[src/rtl/game_timer.sv]
// Game timer: counts slow ticks while the player is alive, freezes after a death,
// holds on the win screen and clears on the menu screen.
module game_timer #(
    parameter int DEATH_TICKS = 20,
    parameter int TIME_MAX    = 2047
) (
    input  logic        clk,
    input  logic        reset,
    input  logic        slowClk,
    input  logic        menuScreen,
    input  logic        winScreen,
    input  logic        collision,
    output logic [10:0] game_time,
    output logic        playerDied,
    output logic        frozen,
    output logic [3:0]  deaths,
    output logic        tick
);

    localparam logic [10:0] TMAX   = 11'(TIME_MAX);
    localparam logic [4:0]  DTICKS = 5'(DEATH_TICKS);

    typedef enum logic [1:0] {IDLE, RUN, DYING, DONE} state_t;

    logic [1:0]  sync_q;
    logic        prev_q;
    logic        tick_q;
    logic        tick_d;
    state_t      state_q;
    logic [10:0] time_q;
    logic [3:0]  deaths_q;
    logic [4:0]  freeze_q;
    logic        died_q;
    logic        frozen_q;

    // Two-flop synchronizer followed by a registered rising-edge detector.
    assign tick_d = sync_q[1] & ~prev_q;

    always_ff @(posedge clk or posedge reset) begin
        if (reset) begin
            sync_q <= 2'b00;
            prev_q <= 1'b0;
            tick_q <= 1'b0;
        end else begin
            sync_q <= {sync_q[0], slowClk};
            prev_q <= sync_q[1];
            tick_q <= tick_d;
        end
    end

    always_ff @(posedge clk or posedge reset) begin
        if (reset) begin
            state_q  <= IDLE;
            time_q   <= '0;
            deaths_q <= '0;
            freeze_q <= '0;
            died_q   <= 1'b0;
            frozen_q <= 1'b0;
        end else begin
            died_q <= 1'b0;
            if (menuScreen) begin
                state_q  <= IDLE;
                time_q   <= '0;
                deaths_q <= '0;
                freeze_q <= '0;
                frozen_q <= 1'b0;
            end else begin
                unique case (state_q)
                    IDLE: begin
                        if (!winScreen) state_q <= RUN;
                    end
                    RUN: begin
                        if (winScreen) begin
                            state_q <= DONE;
                        end else if (collision) begin
                            // A tick landing on the death edge is dropped.
                            state_q  <= DYING;
                            died_q   <= 1'b1;
                            time_q   <= '0;
                            freeze_q <= DTICKS;
                            frozen_q <= 1'b1;
                            if (deaths_q != 4'd15) deaths_q <= deaths_q + 4'd1;
                        end else if (tick_q && time_q != TMAX) begin
                            time_q <= time_q + 11'd1;
                        end
                    end
                    DYING: begin
                        if (winScreen) begin
                            state_q  <= DONE;
                            frozen_q <= 1'b0;
                        end else if (tick_q) begin
                            freeze_q <= freeze_q - 5'd1;
                            if (freeze_q == 5'd1) begin
                                state_q  <= RUN;
                                frozen_q <= 1'b0;
                            end
                        end
                    end
                    DONE: ;
                    default: state_q <= IDLE;
                endcase
            end
        end
    end

    assign game_time  = time_q;
    assign playerDied = died_q;
    assign frozen     = frozen_q;
    assign deaths     = deaths_q;
    assign tick       = tick_q;

endmodule

[config.mk]
export PLATFORM = sky130hd
export DESIGN_NAME = game_timer
export DESIGN_NICKNAME = d
export VERILOG_FILES = /design/src/rtl/game_timer.sv
export SDC_FILE = /design/constraint.sdc
export NUM_CORES = 1
export LEC_CHECK = 0
export CORE_ASPECT_RATIO = 1.25
export CORE_UTILIZATION = 54
export DETAILED_ROUTE_END_ITERATION = 16
export GPL_TIMING_DRIVEN = 0
export PLACE_DENSITY = 0.79
export SYNTH_ARGS = -nofsm -noshare
export SYNTH_HDL_FRONTEND = slang
export SYNTH_SLANG_ARGS = --single-unit
[constraint.sdc]
create_clock -name clk -period 4.34 [get_ports clk]
set_input_delay 0.868 -clock clk [delete_from_list [all_inputs] [get_ports clk]]
set_output_delay 0.868 -clock clk [all_outputs]
set_load 0.02 [all_outputs]
# --- Word-level counts from Yosys, hierarchy flattened ---
# Index checks and enable logic that the tools add are counted.
op_classes:
  addsub: 3
  eq_ne: 14
  muxes: 35
  bitwise: 2
  n_reduce_logical: 13
ops:
  columns: ["op", "count"]
  rows:
  - ["11-bit two-way mux", 5]
  - ["5-bit two-way mux", 5]
  - ["4-bit two-way mux", 5]
  - ["4-bit inequality test, second input constant", 4]
  - ["3-bit inequality test, second input constant", 5]
  - ["5-bit AND reduction", 3]
  - ["2-bit two-way mux", 7]
  - ["11-bit by 1-bit adder with 11-bit output, second input constant", 1]
  - ["11-bit inequality test, second input constant", 1]
  - ["1-bit two-way mux", 10]
  - ["5-bit case mux with 2 select lines", 1]
  - ["2-bit case mux with 3 select lines", 1]
  - ["2-bit nonzero test", 3]
  - ["3-bit nonzero test", 2]
  - ["5-bit by 1-bit equality test with 1-bit output, second input constant", 1]
  - ["5-bit by 1-bit subtractor with 5-bit output, second input constant", 1]
  - ["4-bit by 1-bit adder with 4-bit output, second input constant", 1]
  - ["4-bit AND reduction", 1]
  - ["4-bit nonzero test", 1]
  - ["3-bit AND reduction", 1]
  - ["2-bit by 1-bit equality test with 1-bit output, second input constant", 1]
  - ["2-bit equality test, second input constant", 1]
  - ["2-bit zero test", 1]
  - ["2-bit inequality test, second input constant", 1]
  - ["4 further kinds", 4]
word_totals:
  reg_bits: 28
  out_inout_bits: 18
  elab_cells: 76

# --- Logic depth before layout (Yosys ltp) ---
# Gate-level depths: netlist of the first run.
logic_depth:
  depth_word: 7
  depth_mapped: 8
  depth_no_buf: 6

# --- Worst setup path after synthesis of the first run ---
# OpenSTA, ideal clock, no wires.
synth_path:
  path_type: "in2reg"
  start: "in winScreen"
  end: "reg time_q[9], in the netlist game_time[9]"
  setup_time_ns: 0.079
  arrival_time_ns: 2.210
  t_required_ns: 4.261
  path_slack_ns: 2.051
  path_stages: 6
  n_path_buf: 2
  cell_sequence: "buf_6 > nand2b_4 > or3_1 > buf_2 > or4_1 > a21oi_1"
synth_via:
  elab_chain_len: 2
synth_lines:
  columns: ["item", "line", "rtl"]
  rows:
  - ["from (decl)", "11", "input logic winScreen,"]
  - ["2-bit inequality test (no line)", null, null]
  - ["3-bit AND reduction (no line)", null, null]
  - ["to (signal assigned)", "84", "time_q <= time_q + 11'd1;"]
  - ["to (decl)", "30", "logic [10:0] time_q;"]
# Every way passes these cells.
# A chain may end at the register's enable or synchronous reset.

# --- Final worst setup path of the first run ---
layout_path:
  start: "in collision"
  end: "reg time_q[9], in the netlist game_time[9]"
layout_via:
  elab_chain_len: 4
layout_lines:
  columns: ["item", "line", "rtl"]
  rows:
  - ["from (decl)", "12", "input logic collision,"]
  - ["11-bit two-way mux", "75", "end else if (collision) begin"]
  - ["11-bit two-way mux", "73", "if (winScreen) begin"]
  - ["11-bit two-way mux", "68", "unique case (state_q)"]
  - ["11-bit two-way mux", "61", "if (menuScreen) begin"]
# Several ways; a longest one is shown, not always the timed one. The select of a mux whose other input is x is not followed.

==> flow_summary.yaml, run 1 <==
floorplan:
  start_util: 0.5700
  core-area_mm2: 0.002680
  die_w_um: 49.58
  rows: 21
  ios: 24
  die-area_mm2: 0.003047
  die_h_um: 61.47
critical_path:
  path_cells: "clkdlybuf4s50_1 > nor2_1 > or3_1 > buf_2 > or4_1 > a21oi_1"
  path_max_fanout: 8
  critPathTopFamily: "simple AND/OR/NAND/NOR gates"
  cp.required_ns: 4.59
  cp-start-kind: "input port"
  end_kind: "flip-flop"
  arrival_ns: 2.75
  crit_path_max_incr_delay_ns: 0.60
  cp_slowest_cell: "clkdlybuf4s50_1"
  crit_buf_inv: 2
  path_class: "input port to flip-flop"
logic_synthesis:
  synth_cell_types: 40
  synth_top_area_frac: 0.4586
  ys_seq_area_frac: 0.4586
  synth_area_mm2: 0.001528
  ys_ff_latch: 28
  syn_nets: 173
  syn_area_per_cell_um2: 9.548
  ys_warn_count: 0
  yosysMostFrequentCell: "dfrtp_1"
  async_flop_share: 1.000
  synthTopCellsByArea: "dfrtp_1 (46%), ha_1 (5.7%), a21oi_1 (4.9%), o31ai_1 (3.4%), nor2_1 (3.2%)"
  synth_common_cells: "dfrtp_1 (28), a21oi_1 (15), nor2_1 (13), inv_1 (11), nor3_1 (8)"
  synth_edf_count: 0
  yosys.area.top_type: "dfrtp_1"
  postSynthCellCount: 160
  synthFlopType: "dfrtp_1"
clock_tree:
  cts_hold_buffers: 0
  cts_buffers: 3
  cts_setup_buffers: 0
  cts_resized: 0
  htreeDepth: 1
  cts_root_buf: "clkbuf_4"
  clockBufferDepth: 2
  worstSkewPairLatency_ns: 0.32
  cts_tree: "yes"
  clock_sinks: 28
  clk_pin_slew_ns: 0.14
timing:
  fin_skew_ns: 0.001740
  worst_pin_slew_ns: 1.077
  post-route-period-util: 0.5759
  setup_ws_ns: 1.841
  max-slew-margin-rel: 0.2815
  period_needed_ns: 2.499
  setup_tns_ns: 0
  fmax_ghz: 0.4001
  hold_violations: 0
  slew_violations: 0
  rsz0062_at_grt: "no"
  setup_viol: 0
routing:
  drc_errors: 0
  ant_nets: 0
  wl_met2_um: 1752
  avgRoutedWirePerCell_um: 15.03
  first_pass_iters: 5
  drt-total-wl_um: 3292
  detail_route.vias_per_cell: 6.178
  met3_length_um: 135
  vias: 1353
  top_layer_used: "met4"
  dr.first_iter.drc_count: 47
  wl_met1_um: 1342
layout:
  fin_util: 0.6765
  synthToLayoutAreaGrowth_pct: 18.67
  drive_above_1_share: 0.05946
  nNetsFinal: 200
  num_antenna_cells: 0
pwr:
  leakagePower_uw: 0.0007471
  power_density_mw_per_mm2: 299.8
  ir_worst_vdd_v: 0.0002273
status:
  status: "completed"
global_route:
  gr-total-overflow: 0
  grt_usage: 0.2323
  grt_max_degree: 29
  antenna_found_initial: 0
  grt_pass1_wl_um: 5354
  grt_pass1_vias: 1260
hold_path:
  hold_class: "flip-flop to flip-flop"
placement:
  gp_congestion: 0.8435
  dp_hpwl_um: 2413
  place_ws_ns: 1.520
  portBuffers: 22
flow_run:
  drv_cap: 0
==> sequential cells by signal (all words and copies together) (netlist names) <==
register    cells
freeze_q        5
sync_q          2
deaths          4
state_q         2
prev_q          1
frozen          1
tick            1
game_time      11
playerDied      1
==> final timing paths <==
kind / from / endpoint / depth (start not counted) / slack [ns]
setup / recovery: collision / game_time[9] / 6 / 1.84
hold / removal: sync_q[0] / sync_q[1] / 0 / 0.38
setup reg to reg: state_q[0] / freeze_q[4] / 7 / 2.07
hold reg to reg: sync_q[0] / sync_q[1] / 0 / 0.38
max in group asynchronous: reset / game_time[7] / 2 / 2.60
min in group asynchronous: reset / game_time[8] / 2 / 1.10
==> per-stage QoR <==
| stage | instances | area (µm²) | hold slack, ns | power (µW) |
|---|---|---|---|---|
| 5_1_grt | 219 | 1813 | 0.3829 | 571.9 |
| 3_5_place_dp | 216 | 1790 | 0.3449 | 442.7 |
| 2_1_floorplan | 160 | 1528 | 0.3312 | 401.5 |
| 6_report | 219 | 1813 | 0.3754 | 543.5 |
| 4_1_cts | 219 | 1813 | 0.3769 | 545.8 |
| 3_3_place_gp | 216 | 1790 | 0.3323 | 434.8 |
==> cells in the final DEF, fill, tap and decap left out, types with 4 or more instances in the layout <==
| cell | instances |
|---|---|
| nor3_1 | 8 |
| o21ai_0 | 4 |
| nor2_1 | 13 |
| and3_1 | 4 |
| a21oi_1 | 15 |
| o31ai_1 | 7 |
| nand2_1 | 7 |
| inv_1 | 11 |
| dfrtp_1 | 28 |
| nand4_1 | 5 |
| or4_1 | 6 |
| ha_1 | 7 |
| or3_1 | 4 |
| nand3_1 | 6 |
| clkdlybuf4s50_1 | 22 |
==> routing by layer <==
metal	up-vias	global-route usage
met5	-	0
met4	0	0.1143
met3	6	0.03210
met2	44	0.4556
met1	659	0.2453
li1	644	-
==> power by group <==
group          internal, µW  switching [µW]  leakage [µW]
Combinational          61.7            85.7      0.000357
Clock                  32.5            72.0     0.0000138
Sequential              278            14.0      0.000376
==> final cells by class <==
class                   count  area (µm²)
plain buffers               6       32.53
well taps                  34       42.54
clock buffers               3       22.52
multi-input cells         114       749.5
flip-flops and latches     28       700.7
fillers                   237       867.1
inverters                  12       45.04
repair buffers             22       220.2
==> logic make-up after synthesis <==
family,synth area share
adders and majority gates,0.05733
AOI/OAI and AO/OA,0.1663
and+or+nand+nor,0.2351
DFF,0.4586
muxes,0.02048
xor gates and xnor gates,0.01147
buffers and inverters,0.05078
(Power assumes the default switching activity.)
==> inputs of run 2 (changes only) <==
--- a/config.mk
+++ b/config.mk
@@ -6,10 +6,10 @@
 export NUM_CORES = 1
 export LEC_CHECK = 0
 export CORE_ASPECT_RATIO = 1.25
-export CORE_UTILIZATION = 54
+export CORE_UTILIZATION = 53
 export DETAILED_ROUTE_END_ITERATION = 16
 export GPL_TIMING_DRIVEN = 0
-export PLACE_DENSITY = 0.79
+export PLACE_DENSITY = 0.78
 export SYNTH_ARGS = -nofsm -noshare
 export SYNTH_HDL_FRONTEND = slang
 export SYNTH_SLANG_ARGS = --single-unit
==> constraint.sdc (replaced) <==
create_clock -name clk -period 2.4 [get_ports clk]
set_input_delay 0.48 -clock clk [delete_from_list [all_inputs] [get_ports clk]]
set_output_delay 0.48 -clock clk [all_outputs]
set_load 0.02 [all_outputs]
==> run 2 against run 1 <==
Against the previous run:
- flip-flop and latch count did not move
- sequential share of layout area fell by 0.47 points
- setup slack got worse by 1.6 ns
- critical path depth rose by 2
- non-clock buffer count did not move
- hold slack got worse by 0.0097 ns
- critical path type is now flip-flop to flip-flop
- largest cell class unchanged
- largest power group unchanged
==> flow_summary.yaml, run 2 (synthesis gave the netlist of run 1 again) <==
status:
  status: "completed"
routing:
  avgRoutedWirePerCell_um: 13.92
  ant_nets: 0
  vias: 1339
  drc_errors: 0
  dr.first_iter.drc_count: 38
  first_pass_iters: 4
  detail_route.vias_per_cell: 6.086
  drt-total-wl_um: 3063
timing:
  rsz0062_at_grt: "no"
  worst_pin_slew_ns: 1.041
  post-route-period-util: 0.9036
  fmax_ghz: 0.4611
  setup_viol: 0
  fin_skew_ns: 0.004210
  period_needed_ns: 2.169
  max-slew-margin-rel: 0.3051
  hold_violations: 0
  slew_violations: 0
layout:
  nNetsFinal: 200
  final_common_cell: "dfrtp_1"
  largest_reg_flops: 11
  num_antenna_cells: 0
  regArea_um2: 700.7
  final_cells: 220
  synthToLayoutAreaGrowth_pct: 20.15
  drive_above_1_share: 0.06452
  layout_common_cells: "dfrtp_1 (28), clkdlybuf4s50_1 (22), a21oi_1 (15), nor2_1 (13), inv_1 (11)"
  multiInputGateArea_um2: 758.2
  nFillCells: 228
flow_run:
  drv_cap: 0
pwr:
  ir_worst_vdd_v: 0.0004206
  p_int_uw: 707.2
  leakagePower_uw: 0.0007553
  power_density_mw_per_mm2: 552.8
  p_sw_uw: 307.5
  pwr-share-comb: 0.260
  power_switching_share: 0.3030
  finalPower_uw: 1015
  seqPwrFrac: 0.520
  clkPwrFrac: 0.220
global_route:
  antenna_found_initial: 0
  grt_max_degree: 29
  grt_usage: 0.2064
  grt_use_met2: 0.3505
  grt_pass1_vias: 1141
  met1_usage: 0.2717
  grt_pass1_wl_um: 4878
  gr-total-overflow: 0
  grt-busiest-layer: "met2"
  grtUsageMet3: 0.03406
floorplan:
  core-area_mm2: 0.002706
  die-area_mm2: 0.003102
  rows: 21
  die_h_um: 62.03
  start_util: 0.5645
  ios: 24
  die_w_um: 50.02
critical_path:
  arrival_ns: 2.42
  regToRegSetupSlack_ns: 0.23
  r2r_start: "state_q[1]"
  path_class: "flip-flop to flip-flop"
  rr_endpoint: "game_time[9]"
  cp.required_ns: 2.65
  path_max_fanout: 8
  end_kind: "flip-flop"
  worstRegToRegCells: 8
  cp-start-kind: "flip-flop"
clock_tree:
  cts_root_buf: "clkbuf_4"
  cts_tree: "yes"
  htreeDepth: 1
  clock_sinks: 28
  cts_buffers: 3
  worstSkewPairLatency_ns: 0.32
  clockBufferDepth: 2
  clk_pin_slew_ns: 0.14
placement:
  dp_cells: 216
  gp_congestion: 0.8194
  portBuffers: 22
  dp_hpwl_um: 2189
hold_path:
  hold_class: "flip-flop to flip-flop"
  hold_path_end: "sync_q[1]"
  hold_depth: 0
  hp-start: "sync_q[0]"
## run 2: worst max path at each step
stage | slack [ns] | end | depth (start not counted) | start
floorplan | 0.42 | game_time[9] | 8 | state_q[1]
global placement | 0.04 | game_time[9] | 6 | collision
detailed placement | -0.008 | game_time[9] | 6 | collision
CTS | 0.19 | freeze_q[3] | 7 | state_q[0]
global route | 0.13 | game_time[9] | 8 | state_q[1]
finish | 0.23 | game_time[9] | 8 | state_q[1]
## run 2: power groups by stage
stage          clock network, µW  registers [µW]  logic, µW
2_1_floorplan                  0             543        183
3_3_place_gp                   0             535        251
3_5_place_dp                   0             536        259
4_1_cts                      230             527        260
5_1_grt                      247             532        299
6_report                     223             528        264
## run 2: final cells by class
cell class	instances	share of cell area
flip-flops and latches	28	0.3817
multi-input cells	114	0.4131
clock buffers	4	0.01977
inverters	12	0.02454
well taps	34	0.02318
plain buffers	6	0.01772
repair buffers	22	0.1200
## run 2: per-layer routing
layer | share of wire | wire [µm]
met5 | 0 | 0
met4 | 0.0095 | 29
met3 | 0.036 | 110
met2 | 0.50 | 1536
met1 | 0.45 | 1387
## run 2: critical path: stages (launching register included)
cell and delay (ns):
dfrtp_1 0.41, inv_1 0.10, ha_1 0.15, buf_2 0.19, nand2b_4 0.09, or3_1 0.36, buf_2 0.17, or4_1 0.49
a21oi_1 0.16
## run 2: what timing repair did
item	4_1_cts	5_1_grt
buffers inserted	0	0
setup endpoints to repair	0	2
hold buffers	0	0
gates resized for setup	0	1
## run 2: metrics by stage
step | setup TNS [ns] | utilization | area, µm² | worst slack (ns) | hold WS, ns
floorplan | 0 | - | 1528 | 0.4198 | 0.3312
global placement | 0 | 0.6616 | 1790 | 0.04484 | 0.3383
detailed placement | -0.007862 | 0.6616 | 1790 | -0.007862 | 0.3347
CTS | 0 | 0.6750 | 1827 | 0.1945 | 0.3670
global route | 0 | 0.6782 | 1836 | 0.1287 | 0.3889
finish | 0 | 0.6782 | 1836 | 0.2313 | 0.3657
==> inputs of run 3 (changes only) <==
--- a/config.mk
+++ b/config.mk
@@ -5,11 +5,13 @@
 export SDC_FILE = /design/constraint.sdc
 export NUM_CORES = 1
 export LEC_CHECK = 0
+export ABC_AREA = 1
 export CORE_ASPECT_RATIO = 1.25
-export CORE_UTILIZATION = 53
+export CORE_UTILIZATION = 54
 export DETAILED_ROUTE_END_ITERATION = 16
+export DONT_BUFFER_PORTS = 1
 export GPL_TIMING_DRIVEN = 0
-export PLACE_DENSITY = 0.78
+export PLACE_DENSITY = 0.68
 export SYNTH_ARGS = -nofsm -noshare
 export SYNTH_HDL_FRONTEND = slang
 export SYNTH_SLANG_ARGS = --single-unit
==> run 3 against run 2 <==
Against the previous run:
- final area fell by 3.3%
- critical path depth rose by 1
- first-iteration DRC count fell by 11%
- combinational power rose by 61%
- routed wire length rose by 7.2%
- sequential power rose by 25%
- utilization fell by 7.5 points
==> flow_summary.yaml, run 3 <==
global_route:
  gr-total-overflow: 0
  grt_use_met2: 0.4071
  met1_usage: 0.2656
  grt_max_degree: 29
  grt_pass1_vias: 1364
  grt_pass1_wl_um: 5768
  grt_usage: 0.2275
  grt-busiest-layer: "met2"
  antenna_found_initial: 0
  grtUsageMet3: 0.03571
layout:
  synthToLayoutAreaGrowth_pct: 5.816
  largest_reg_flops: 11
  nFillCells: 253
  multiInputGateArea_um2: 840.8
  layout_common_cells: "nand2_1 (54), dfrtp_1 (28), inv_1 (25), nor2_1 (18), nand3_1 (14)"
  final_cells: 252
  fin_area_mm2: 0.001775
  num_antenna_cells: 0
  regArea_um2: 700.7
  final_common_cell: "nand2_1"
  drive_above_1_share: 0.1481
  nNetsFinal: 230
logic_synthesis:
  synth_edf_count: 0
  syn_area_per_cell_um2: 7.914
  yosysMostFrequentCell: "nand2_1"
  synthFlopType: "dfrtp_1"
  synth_cell_types: 28
  synthTopCellsByArea: "dfrtp_1 (42%), nand2_1 (12%), inv_1 (5.6%), ha_1 (5.2%), nand3_1 (4.2%)"
  synth_area_mm2: 0.001678
  ys_ff_latch: 28
  syn_nets: 225
  async_flop_share: 1.000
  synth_common_cells: "nand2_1 (54), dfrtp_1 (28), inv_1 (25), nor2_1 (18), nand3_1 (14)"
  yosys.area.top_type: "dfrtp_1"
  synth_top_area_frac: 0.4176
  ys_seq_area_frac: 0.4176
  ys_warn_count: 0
  postSynthCellCount: 212
floorplan:
  die_h_um: 64.32
  start_util: 0.5697
  die-area_mm2: 0.003335
  ios: 24
  die_w_um: 51.86
  core-area_mm2: 0.002945
  rows: 22
routing:
  drt-total-wl_um: 3285
  drc_errors: 0
  avgRoutedWirePerCell_um: 13.04
  vias: 1371
  ant_nets: 0
  dr.first_iter.drc_count: 34
  first_pass_iters: 4
  detail_route.vias_per_cell: 5.440
status:
  status: "completed"
timing:
  setup_viol: 0
  setup_tns_ns: 0
  whs_ns: 0.1566
  hold_violations: 0
  slew_violations: 0
  max-slew-margin-rel: 0.2782
  setup_ws_ns: 0.6085
  period_needed_ns: 1.792
  fin_skew_ns: 0.005942
  fmax_ghz: 0.5582
  post-route-period-util: 0.7465
  worst_pin_slew_ns: 1.082
  rsz0062_at_grt: "no"
critical_path:
  setup.worst_path.start: "game_time[0]"
  worstRegToRegCells: 9
  end_kind: "flip-flop"
  cp.required_ns: 2.63
  path_class: "flip-flop to flip-flop"
  path_max_fanout: 10
  r2r_start: "game_time[0]"
  cp-start-kind: "flip-flop"
  arrival_ns: 2.02
  rr_endpoint: "game_time[10]"
  setup.worst_path.end: "game_time[10]"
  regToRegSetupSlack_ns: 0.61
placement:
  portBuffers: 0
  place_ws_ns: 0.6342
  gp_congestion: 0.8188
  place_area_mm2: 0.001723
  dp_cells: 248
  dp_hpwl_um: 2474
pwr:
  leakagePower_uw: 0.0008091
  power_switching_share: 0.3761
  clkPwrFrac: 0.222
  ir_worst_vdd_v: 0.0005651
  pwr-share-comb: 0.305
  power_density_mw_per_mm2: 783.8
  seqPwrFrac: 0.473
  p_int_uw: 868.3
  p_sw_uw: 523.3
clock_tree:
  cts_tree: "yes"
  worstSkewPairLatency_ns: 0.33
  htreeDepth: 1
  clk_pin_slew_ns: 0.15
  cts_setup_buffers: 0
  cts_buffers: 3
  cts_root_buf: "clkbuf_4"
  clockBufferDepth: 2
  cts_hold_buffers: 0
  cts_resized: 0
  clock_sinks: 28
hold_path:
  hold_class: "input port to flip-flop"
  hold_depth: 0
flow_run:
  drv_cap: 0
-- run 3: cell types whose count changed after synthesis, moves of 6 or more --
cell	change
nand2_1	+47
inv_1	+14
a21oi_1	-8
nand3_1	+8
o21ai_0	+7
o31ai_1	-7
or4_1	-6
-- run 3: metal layers --
metal / share of wire / vias to the layer above
met5: 0 / -
met4: 0.0067 / 0
met3: 0.047 / 2
met2: 0.53 / 28
met1: 0.42 / 646
li1: - / 695
-- run 3: worst min path at each step --
stage	from	endpoint	slack (ns)
after floorplan	sync_q[0]	sync_q[1]	0.33
after CTS	slowClk	sync_q[0]	0.14
after global placement	sync_q[0]	sync_q[1]	0.34
after global routing	slowClk	sync_q[0]	0.12
after detailed placement	sync_q[0]	sync_q[1]	0.34
final	slowClk	sync_q[0]	0.16
-- run 3: per-stage QoR --
stage	total power, µW	util
after floorplan	997.5	-
after global routing	1496	0.6028
after CTS	1406	0.6028
after global placement	1064	0.5850
after detailed placement	1094	0.5850
final	1392	0.6028
-- run 3: cells by family (layout without fill, tap and decap cells) --
kind of cell             Yosys count  count (layout)  synth area share
AND/OR/NAND/NOR                  111             111            0.3184
adder cells (fa/ha/maj)            7               7           0.05220
flip-flops                        28              28            0.4176
AO/OA/AOI/OAI                     33              33            0.1253
XOR/XNOR                           1               1          0.005221
buffers and inverters             32              36           0.08128
-- run 3: layout make-up --
cell class | count | share of cell area
multi-input combinational | 152 | 0.4736
clock inverter | 1 | 0.01691
sequential | 28 | 0.3946
clock buffer | 3 | 0.01269
tap | 36 | 0.02537
inverter | 29 | 0.06131
buffer | 3 | 0.01550
-- run 3: worst max-delay path: stages, from the launching register on --
cell,delay [ns]
dfrtp_1,0.58
ha_1,0.23
nand2_1,0.11
nor2_4,0.19
nand3_2,0.12
nand2_2,0.11
nand2_4,0.07
buf_6,0.15
nand4_1,0.08
o21ai_2,0.06
-- run 3: power by group through the flow --
stage / Clock, µW / Combinational, µW / Sequential [µW]
2_1_floorplan: 0 / 348 / 649
5_1_grt: 341 / 487 / 668
3_3_place_gp: 0 / 399 / 665
3_5_place_dp: 0 / 425 / 669
6_report: 309 / 425 / 658
4_1_cts: 320 / 426 / 659
